[config.mk]
export PLATFORM = sky130hd
export DESIGN_NAME = imm_gen_stage
export DESIGN_NICKNAME = d
export VERILOG_FILES = /design/src/rtl/imm_gen_stage.sv
export SDC_FILE = /design/constraint.sdc
export NUM_CORES = 1
export LEC_CHECK = 0
export ABC_AREA = 1
export BUFFER_PORTS_ARGS = -buffer_cell sky130_fd_sc_hd__buf_2
export CORE_MARGIN = 2
export CORE_UTILIZATION = 40
export CTS_CLUSTER_DIAMETER = 200
export CTS_CLUSTER_SIZE = 20
export DETAILED_ROUTE_END_ITERATION = 10
export GPL_TIMING_DRIVEN = 0
export PLACE_DENSITY_LB_ADDON = 0.08
export SLEW_MARGIN = 20
export SYNTH_ARGS = -nofsm -noshare
export SYNTH_HDL_FRONTEND = slang
export SYNTH_SLANG_ARGS = --single-unit
[constraint.sdc]
create_clock -name clk -period 4.46 [get_ports clk]
set_input_delay 0.892 -clock clk [delete_from_list [all_inputs] [get_ports clk]]
set_output_delay 0.892 -clock clk [all_outputs]
set_load 0.02 [all_outputs]
[src/rtl/imm_gen_stage.sv]
// Immediate-generation stage: decodes the opcode, extends the immediate and buffers results in a
// 2-entry FIFO. Define IMM_GEN_PERF_EN to build the saturating input-stall counter.
module imm_gen_stage #(
    parameter int unsigned DEPTH = 2,
    parameter int unsigned CNT_W = 16
) (
    input  logic             clk,
    input  logic             rst,
    input  logic             in_valid,
    output logic             in_ready,
    input  logic [15:0]      in_instr,
    input  logic             flush,
    output logic             out_valid,
    input  logic             out_ready,
    output logic [15:0]      out_instr,
    output logic [15:0]      out_imm,
    output logic             out_has_imm,
    output logic [CNT_W-1:0] stall_cnt
);

    typedef enum logic [1:0] {
        Len5  = 2'b00,
        Len8  = 2'b01,
        Len11 = 2'b10
    } len_e;

    logic [4:0]  op;
    len_e        length_in;
    logic        ext_type;  // 1 = sign-extend, 0 = zero-extend
    logic        dec_has_imm;
    logic [15:0] dec_imm;

    assign op = in_instr[15:11];

    always_comb begin
        length_in   = Len5;
        ext_type    = 1'b0;
        dec_has_imm = 1'b1;
        case (op)
            5'b01000, 5'b01001, 5'b10000, 5'b10001, 5'b10011: begin
                length_in = Len5;
                ext_type  = 1'b1;
            end
            5'b01010, 5'b01011, 5'b10100, 5'b10101, 5'b10110, 5'b10111: begin
                length_in = Len5;
                ext_type  = 1'b0;
            end
            5'b01100, 5'b01101, 5'b01110, 5'b01111, 5'b11000, 5'b00101, 5'b00111: begin
                length_in = Len8;
                ext_type  = 1'b1;
            end
            5'b10010: begin
                length_in = Len8;
                ext_type  = 1'b0;
            end
            5'b00100, 5'b00110: begin
                length_in = Len11;
                ext_type  = 1'b1;
            end
            default: dec_has_imm = 1'b0;
        endcase
    end

    always_comb begin
        dec_imm = '0;
        if (dec_has_imm) begin
            case (length_in)
                Len5:    dec_imm = {{11{ext_type & in_instr[4]}}, in_instr[4:0]};
                Len8:    dec_imm = {{8{ext_type & in_instr[7]}}, in_instr[7:0]};
                Len11:   dec_imm = {{5{ext_type & in_instr[10]}}, in_instr[10:0]};
                default: dec_imm = '0;
            endcase
        end
    end

    logic [15:0] instr_mem [DEPTH];
    logic [15:0] imm_mem   [DEPTH];
    logic        has_mem   [DEPTH];
    logic        wr_ptr_q, rd_ptr_q;
    logic [1:0]  count_q, count_d;
    logic        enq, deq;

    // No pass-through when full: a same-cycle dequeue does not free a slot for enqueue.
    assign in_ready  = ~rst & (count_q != 2'd2);
    assign out_valid = (count_q != 2'd0);
    assign enq       = in_valid & in_ready;
    assign deq       = out_valid & out_ready;

    always_comb begin
        count_d = count_q;
        unique case ({enq, deq})
            2'b10:   count_d = count_q + 2'd1;
            2'b01:   count_d = count_q - 2'd1;
            default: count_d = count_q;
        endcase
    end

    always_ff @(posedge clk) begin
        if (rst) begin
            wr_ptr_q     <= 1'b0;
            rd_ptr_q     <= 1'b0;
            count_q      <= 2'd0;
            instr_mem[0] <= '0;
            imm_mem[0]   <= '0;
            has_mem[0]   <= 1'b0;
        end else if (flush) begin
            wr_ptr_q <= 1'b0;
            rd_ptr_q <= 1'b0;
            count_q  <= 2'd0;
        end else begin
            if (enq) begin
                instr_mem[wr_ptr_q] <= in_instr;
                imm_mem[wr_ptr_q]   <= dec_imm;
                has_mem[wr_ptr_q]   <= dec_has_imm;
                wr_ptr_q            <= ~wr_ptr_q;
            end
            if (deq) begin
                rd_ptr_q <= ~rd_ptr_q;
            end
            count_q <= count_d;
        end
    end

    // Stale storage must never leak onto the outputs while the FIFO is empty.
    assign out_instr   = out_valid ? instr_mem[rd_ptr_q] : '0;
    assign out_imm     = out_valid ? imm_mem[rd_ptr_q] : '0;
    assign out_has_imm = out_valid & has_mem[rd_ptr_q];

`ifdef IMM_GEN_PERF_EN
    logic [CNT_W-1:0] stall_cnt_q;

    always_ff @(posedge clk) begin
        if (rst) begin
            stall_cnt_q <= '0;
        end else if (in_valid && !in_ready && !(&stall_cnt_q)) begin
            stall_cnt_q <= stall_cnt_q + {{(CNT_W-1){1'b0}}, 1'b1};
        end
    end

    assign stall_cnt = stall_cnt_q;
`else
    assign stall_cnt = '0;
`endif

endmodule

# After elaboration in Yosys (flattened, before gate mapping)
# Memory sizes are Yosys's and may differ from the RTL's. A register that Yosys moved wholly into a read port is not among the register bits.
# Index checks and enable logic that the tools add are counted.
[word_totals]
regBits = 4
latchBits = 0
ram_bits = 66
mem_bits_ro = 0
inputBits = 21
output_inout_bits = 51
word_cells = 84
memories = 3
[memory_table]
columns = ["memory", "depth", "width", "rd", "rd_ports_with_merged_regs", "write_ports", "line", "text"]
rows = [
  ["imm_mem", 2, 16, 1, 1, 1, "77", "logic [15:0] imm_mem [DEPTH];"],
  ["instr_mem", 2, 16, 1, 1, 1, "76", "logic [15:0] instr_mem [DEPTH];"],
  ["has_mem", 2, 1, 1, 1, 1, "78", "logic has_mem [DEPTH];"],
]
[classes]
addsub = 2
mul = 0
div = 0
order_cmp = 0
n_eq_ne = 26
n_shift = 0
muxes = 29
n_bitwise = 10
reduce_logical = 11
[op_table]
columns = ["op", "n"]
rows = [
  ["$mux 16", 5],
  ["$pmux 16 s3", 1],
  ["$eq 5x5->1 const B", 9],
  ["$eq 5x4->1 const B", 8],
  ["$reduce_or 16->1", 2],
  ["$mux 1", 21],
  ["$reduce_or 21->1", 1],
  ["$eq 5x3->1 const B", 4],
  ["$reduce_or 14->1", 1],
  ["$pmux 2 s2", 2],
  ["$reduce_or 8->1", 1],
  ["$and 1x1->1", 7],
  ["$eq 2x1->1 const B", 2],
  ["$eq 2x2->1 const B", 2],
  ["$reduce_bool 2->1", 2],
  ["$reduce_or 2->1", 2],
  ["$not 1->1", 3],
  ["$add 2x1->2 const B", 1],
  ["$logic_not 2->1", 1],
  ["$ne 2x2->1 const B", 1],
  ["$sub 2x1->2 const B", 1],
  ["$reduce_or 1->1", 1],
]

# Logic depth before layout (Yosys ltp)
# Gate-level depths: netlist of run 1.
[logic_depth]
word_depth = 9
ltp_mapped = 10
ltp_nobuf = 10

# Worst setup path before layout of run 1
# No wires, ideal clock.
[synth_path]
kind = "input-to-reg"
start = "input rst"
end = "memory has_mem[0] (enable)"
setup_time_ns = 0.421
arrival_time_ns = 2.867
required_ns = 4.039
slack_ns = 1.171
stages = 5
path_buffers = 0
path_cell_list = "a21oi_2 nand2_2 nor2_4 inv_2 o21bai_1"
[synth_between]
elab_chain_len = 9
elab_cells_between_ends = 12
cone_classes = "mux (8); bitwise (3); reduce/logical (1)"
[synth_lines]
columns = ["item", "line", "text"]
rows = [
  ["from (decl)", "8", "input logic rst,"],
  ["$not 1->1", "84", "assign in_ready = ~rst & (count_q != 2'd2);"],
  ["$and 1x1->1", "84", ""],
  ["$and 1x1->1", "86", "assign enq = in_valid & in_ready;"],
  ["$mux 1", "111", "if (enq) begin"],
  ["$mux 1", "106", "end else if (flush) begin"],
  ["$mux 1", "99", "if (rst) begin"],
  ["$mux 1 (implied by the code)", "114", "has_mem[wr_ptr_q] <= dec_has_imm;"],
  ["$reduce_or 1->1 (no line)", "-", ""],
  ["$mux 1 (no line)", "-", ""],
  ["to (decl)", "78", ""],
]
# Several ways; a longest one is shown, not always the timed one.

==> reports/results.tsv, run 1 <==
stage	metric	value	unit
global_route	grt_pass1_vias	2056	
cells_and_area	final_nets	416	
clock_network	ctsResizeCount	0	
routing	vias	2232	
cells_and_area	layout_commonest_cell	nand2_1	
timing	fin_crit	2950	ps
cells_and_area	seq_area	1840	um2
logic_synthesis	yosys_warnings	0	
timing	worst_pin_slew	528	ps
clock_network	htreeDepth	3	
logic_synthesis	yosysUniqueCellTypes	24	
timing	period_share	66.2	%
clock_network	path_clk_slew	60	ps
global_route	grt.overflow.total	0	
outcome	outcome	complete, no violations	
timing	layout_setup_ws	1510	ps
critical_path	critPathRequiredTime	3570	ps
cells_and_area	syn2layout_area_growth	22.7	%
critical_path	cp_data_arrival_time	2060	ps
logic_synthesis	yosysTopAreaCellShare	58.0	%
place	dpl.hpwl	4290	um
logic_synthesis	yosysSeqAreaShare	61.3	%
run	maxCapViolCount	0	
clock_network	clk_path_buf_depth	2	
timing	finalMaxSlewViolations	0	
logic_synthesis	ys_ff_latch	63	
global_route	grt_start_max_net_pins	26	
routing	via_per_inst	4.48	
power	peakVddDrop	180	uV
timing	rsz0062_at_grt	no	
logic_synthesis	syn_area	3000	um2
critical_path	end_kind	primary output	
critical_path	crit_type	reg -> out	
cells_and_area	fillerInstances	688	
clock_network	cts_tree	yes	
critical_path	worst-path-max-fanout	10	
clock_network	hold_buffers	0	
logic_synthesis	synth_area_per_cell	9.66	um2
routing	antenna_left	0	
clock_network	cts_sinks	63	
die	core	7250	um2
cells_and_area	layout_common_cells	nand2_1, buf_2, edfxtp_1	
timing	hold_viol_final	0	
timing	setup-violations-final	0	
power	power_density	330	nW/um2
timing	max_freq	0.339	GHz
timing	fin_skew	3.99	ps
die	die_w	90.7	um
routing	drc	0	
routing	wl_per_cell	12.1	um
die	die_area	8220	um2
place	post-place-ws	1830	ps
timing	final.setup.tns	0	ps
clock_network	post-cts-setup-buffer-count	0	
routing	first_iter_violations	114	
critical_path	r2r-start	count_q[0]	
min_path	hold_start	rd_ptr_q	
power	p_leak	1.64	nW
logic_synthesis	synthTopCellsByArea	edfxtp_1, nand2_1, a21oi_1	
logic_synthesis	syn-instance-count	311	
die	die_h	90.7	um
critical_path	start_kind	flop	
routing	first_pass_iters	4	
die	io_pins	72	
min_path	hold_path_class	reg -> reg	
timing	slew_headroom	64.8	%
cells_and_area	multi_input_area	913	um2
clock_network	clockRootBuffer	clkbuf_8	
routing	routed_wl	6040	um
clock_network	clkLatencyLatePin	330	ps
place	place.gp.congestion	0.856	
cells_and_area	n_antenna_cell	0	
die	start_util	41.4	%
clock_network	cts_made_buffers	9	
global_route	grt_first_pass_wirelength	9860	um
place	io_buffers	55	
global_route	grt_usage	15.7	%
global_route	antenna_found_initial	0	
cells_and_area	layout-drive-gt1-share	28.6	%
logic_synthesis	yosysTopAreaCell	edfxtp_1	
die	rows	31	
-- power breakdown --
part	total, W	internal [W]	switching [W]
combinational	0.000133	0.0000476	0.0000853
sequential	0.000668	0.000663	0.00000515
clock	0.000415	0.000217	0.000198
total	0.00122	0.000928	0.000288
-- critical path, cell delays in order, from the launching register on --
cell,delay [ps]
dfxtp_1,320
inv_1,60
buf_2,220
clkbuf_1,410
nand2_1,90
a21oi_1,300
buf_4,170
buf_2,150
-- through the flow --
step | instances | instance area [um2] | power [W] | util (%) | hold WS [ps]
2_1_floorplan | 326 | 3060 | 0.000772 | - | 459
3_3_place_gp | 480 | 3460 | 0.000808 | 47.7 | 471
3_5_place_dp | 482 | 3530 | 0.000814 | 48.6 | 481
4_1_cts | 498 | 3690 | 0.00123 | 50.8 | 492
5_1_grt | 498 | 3690 | 0.00127 | 50.8 | 508
6_report | 498 | 3690 | 0.00122 | 50.8 | 488
-- state kept, by name (all words and copies together), names as in the netlist, named ones only --
| register | cells |
|---|---|
| instr_mem | 32 |
| imm_mem | 24 |
| count_q | 2 |
| has_mem | 2 |
| rd_ptr_q | 1 |
| wr_ptr_q | 1 |
-- Yosys cell counts --
| cell | instances |
|---|---|
| nand3_1 | 7 |
| conb_1 | 1 |
| inv_1 | 27 |
| o211ai_1 | 1 |
| nand2_1 | 80 |
| nand2_2 | 5 |
| dfxtp_1 | 5 |
| buf_6 | 2 |
| nor2_4 | 2 |
| nor2_2 | 3 |
| ha_1 | 1 |
| o21bai_1 | 2 |
| buf_2 | 4 |
| nor2_1 | 43 |
| a21oi_1 | 35 |
| clkbuf_1 | 5 |
| inv_2 | 3 |
| nand3_2 | 1 |
| edfxtp_1 | 58 |
| buf_4 | 20 |
| xnor2_1 | 1 |
| a21oi_2 | 2 |
| or2_2 | 2 |
| nand4_1 | 1 |
-- final timing paths --
kind                     end  slack, ps  depth (start not counted)
min                 rd_ptr_q        490                          2
max              out_imm[15]       1510                          7
max reg2reg  instr_mem[1][4]       2690                          8
min reg2reg         rd_ptr_q        490                          2
-- layout make-up --
class	instances	share of cell area, %
tap	99	3.36
inverter	30	3.05
buffer	31	5.73
timing repair buffer	57	8.75
multi-input combinational	202	24.8
clock buffer	15	4.24
sequential	63	49.9
clock inverter	1	0.136
-- metal layers --
layer | routed length [um] | GRT usage [%] | share of wire (%) | vias to the layer above
met3 | 337 | 2.75 | 5.6 | 6
met1 | 2610 | 20.1 | 43 | 1017
li1 | - | - | - | 1142
met5 | 0 | 0 | 0 | -
met2 | 3020 | 26.1 | 50 | 67
met4 | 81 | 6.92 | 1.3 | 0
-- cells by family (layout without fill, tap and decap cells) --
logic type,count (synthesis),count (layout),share of synthesized area [%]
other cells,1,16,0.125
compound gates,40,40,7.16
fa+ha+maj,1,1,0.416
simple gates,144,144,19.9
buf+inv,61,134,10.8
flops,63,63,61.3
xor+xnor,1,1,0.292
Power figures use the tool's default switching activity.
==> run 2, diff against run 1 <==
ABC_AREA = 0   (was 1)
clock period = 2.9 ns   (was 4.46 ns; I/O delays follow)
==> run 2 against run 1 <==
Worst hold slack gained 22 ps. Clock skew is 1.9 ps higher. Wire length decreased by 8.0%. Via count down 16%. Die area down 2.2%. Sequential share of layout area is 1.7 points higher. Core utilization shrank 1.1 points. Clock-buffer cell count fell by 2. First-iteration DRC count fell by 41%. Non-clock buffer count down 4. Flip-flop and latch count unchanged. Critical path type unchanged. Critical endpoint is now out_imm[12]. Largest cell class unchanged.
==> reports/results.tsv, run 2 <==
stage	metric	value	unit
outcome	outcome	complete, no violations	
critical_path	r2r-start	count_q[1]	
cells_and_area	layout_common_cells	edfxtp_1, buf_2, nor2_1	
die	die_w	89.6	um
timing	slew_headroom	43.0	%
logic_synthesis	syn_area	2930	um2
place	place.gp.congestion	0.755	
logic_synthesis	synth_area_per_cell	12.6	um2
timing	layout_setup_ws	297	ps
global_route	grt_usage	14.4	%
timing	max_freq	0.384	GHz
logic_synthesis	yosysUniqueCellTypes	33	
clock_network	htreeDepth	3	
logic_synthesis	synth-edff-count	58	
logic_synthesis	yosysSeqAreaShare	62.8	%
cells_and_area	regMostFlops	instr_mem	
clock_network	cts_sinks	63	
clock_network	clk_path_buf_depth	2	
clock_network	post-cts-setup-buffer-count	0	
cells_and_area	finalInstanceArea	3570	um2
place	post-place-ws	193	ps
routing	via_per_inst	4.50	
clock_network	clkLatencyLatePin	330	ps
power	peakVddDrop	249	uV
die	rows	31	
global_route	grt_start_max_net_pins	30	
critical_path	crit_type	reg -> out	
min_path	hold-path-cell-count	2	
routing	vias	1866	
cells_and_area	syn2layout_area_growth	21.6	%
timing	fin_crit	2600	ps
timing	finalMaxSlewViolations	0	
cells_and_area	largest_reg_flops	32	
timing	setup-violations-final	0	
routing	first_iter_violations	67	
routing	antenna_left	0	
critical_path	rrSetupSlack	560	ps
power	power_density	511	nW/um2
global_route	grt_first_pass_wirelength	8220	um
run	maxCapViolCount	0	
min_path	hold_path_class	in -> reg	
timing	hold_viol_final	0	
timing	period_share	89.8	%
clock_network	path_clk_slew	60	ps
cells_and_area	final_nets	334	
clock_network	ctsResizeCount	0	
logic_synthesis	yosysTopAreaCellShare	59.4	%
cells_and_area	layout-drive-gt1-share	29.4	%
die	die_h	89.6	um
die	die_area	8040	um2
global_route	grt.overflow.total	0	
place	io_buffers	53	
clock_network	cts_made_buffers	9	
logic_synthesis	ys.flop_type	edfxtp_1	
clock_network	cts_tree	yes	
timing	final.setup.tns	0	ps
routing	wl_per_cell	13.4	um
logic_synthesis	synthArstFlopShare	0	%
cells_and_area	fin_util	49.7	%
cells_and_area	n_antenna_cell	0	
logic_synthesis	yosysTopAreaCell	edfxtp_1	
routing	routed_wl	5560	um
logic_synthesis	synthTopCellsByArea	edfxtp_1, mux2i_1, buf_4	
die	core	7180	um2
clock_network	clockRootBuffer	clkbuf_8	
timing	fin_skew	5.89	ps
place	dpl_cell_area	3420	um2
die	start_util	40.9	%
critical_path	rr_worst_depth	3	
critical_path	start_kind	flop	
clock_network	hold_buffers	0	
routing	drc	0	
critical_path	critPathRequiredTime	2320	ps
power	p_leak	1.37	nW
global_route	grt_pass1_vias	1661	
critical_path	worst-path-max-fanout	10	
timing	rsz0062_at_grt	no	
logic_synthesis	syn-instance-count	232	
place	dpl.hpwl	4020	um
critical_path	worst_r2r_endpoint	instr_mem[1][11]	
routing	first_pass_iters	4	
logic_synthesis	ys_ff_latch	63	
min_path	min_to	count_q[1]	
logic_synthesis	synth.most_common_cell	edfxtp_1	
die	io_pins	72	
timing	worst_pin_slew	848	ps
cells_and_area	layout_commonest_cell	edfxtp_1	
logic_synthesis	synthTopCellsByCount	edfxtp_1, nor2_1, mux2i_1	
cells_and_area	largestRegisters	instr_mem (32), imm_mem (24)	
power	total_power	0.00182	W
critical_path	end_kind	primary output	
critical_path	cp_data_arrival_time	2020	ps
min_path	hold_start	flush	
global_route	antenna_found_initial	0	
logic_synthesis	yosys_warnings	0	
-- run 2: worst max-delay path: stages, from the launching register on --
cell and delay, ps:
dfxtp_1 330, buf_2 290, buf_2 390, mux2i_1 120, nor2_1 250, buf_4 160
buf_2 150
-- run 2: power by group --
group | switching (W) | total, W | internal [W] | leakage, nW
Sequential | 0.00000827 | 0.00103 | 0.00102 | 0.572
Clock | 0.000299 | 0.000601 | 0.000302 | 0.0749
Combinational | 0.000120 | 0.000196 | 0.0000762 | 0.719
-- run 2: how the worst max path moves through the flow --
stage,endpoint,start
after floorplan,has_mem[0],rst
after global placement,imm_mem[1][8],rst
after detailed placement,imm_mem[1][8],rst
after CTS,out_imm[12],flop
after global routing,out_imm[14],flop
final,out_imm[12],flop
-- run 2: area by class of cell --
cell class,instances,area (um2)
repair buffers,54,293
well taps,99,124
clock inverters,2,8.76
plain buffers,30,199
flip-flops and latches,63,1840
multi-input cells,149,943
clock buffers,13,139
fillers,664,3610
inverters,5,18.8
-- run 2: cell families (layout without fill, tap and decap cells) --
group           after synthesis  after routing  share of synthesized area, %
xor+xnor                      6              6                          1.79
simple gates                 78             78                          13.6
mux                          29             29                          9.89
flops                        63             63                          62.8
buf+inv                      35            104                          7.42
other cells                   1             16                         0.128
compound gates               19             19                          3.97
fa+ha+maj                     1              1                         0.426
-- run 2: routing by layer --
layer / wire [um] / track usage (%)
met1: 2560 / 17.9
met2: 2660 / 23.0
met3: 230 / 3.56
met4: 111 / 7.73
met5: 0 / 0
-- run 2: metrics by stage --
step                      std cells  hold slack [ps]
after global routing            415              499
after detailed placement        400              536
after global placement          399              536
final                           415              510
after floorplan                 247              518
after CTS                       415              495
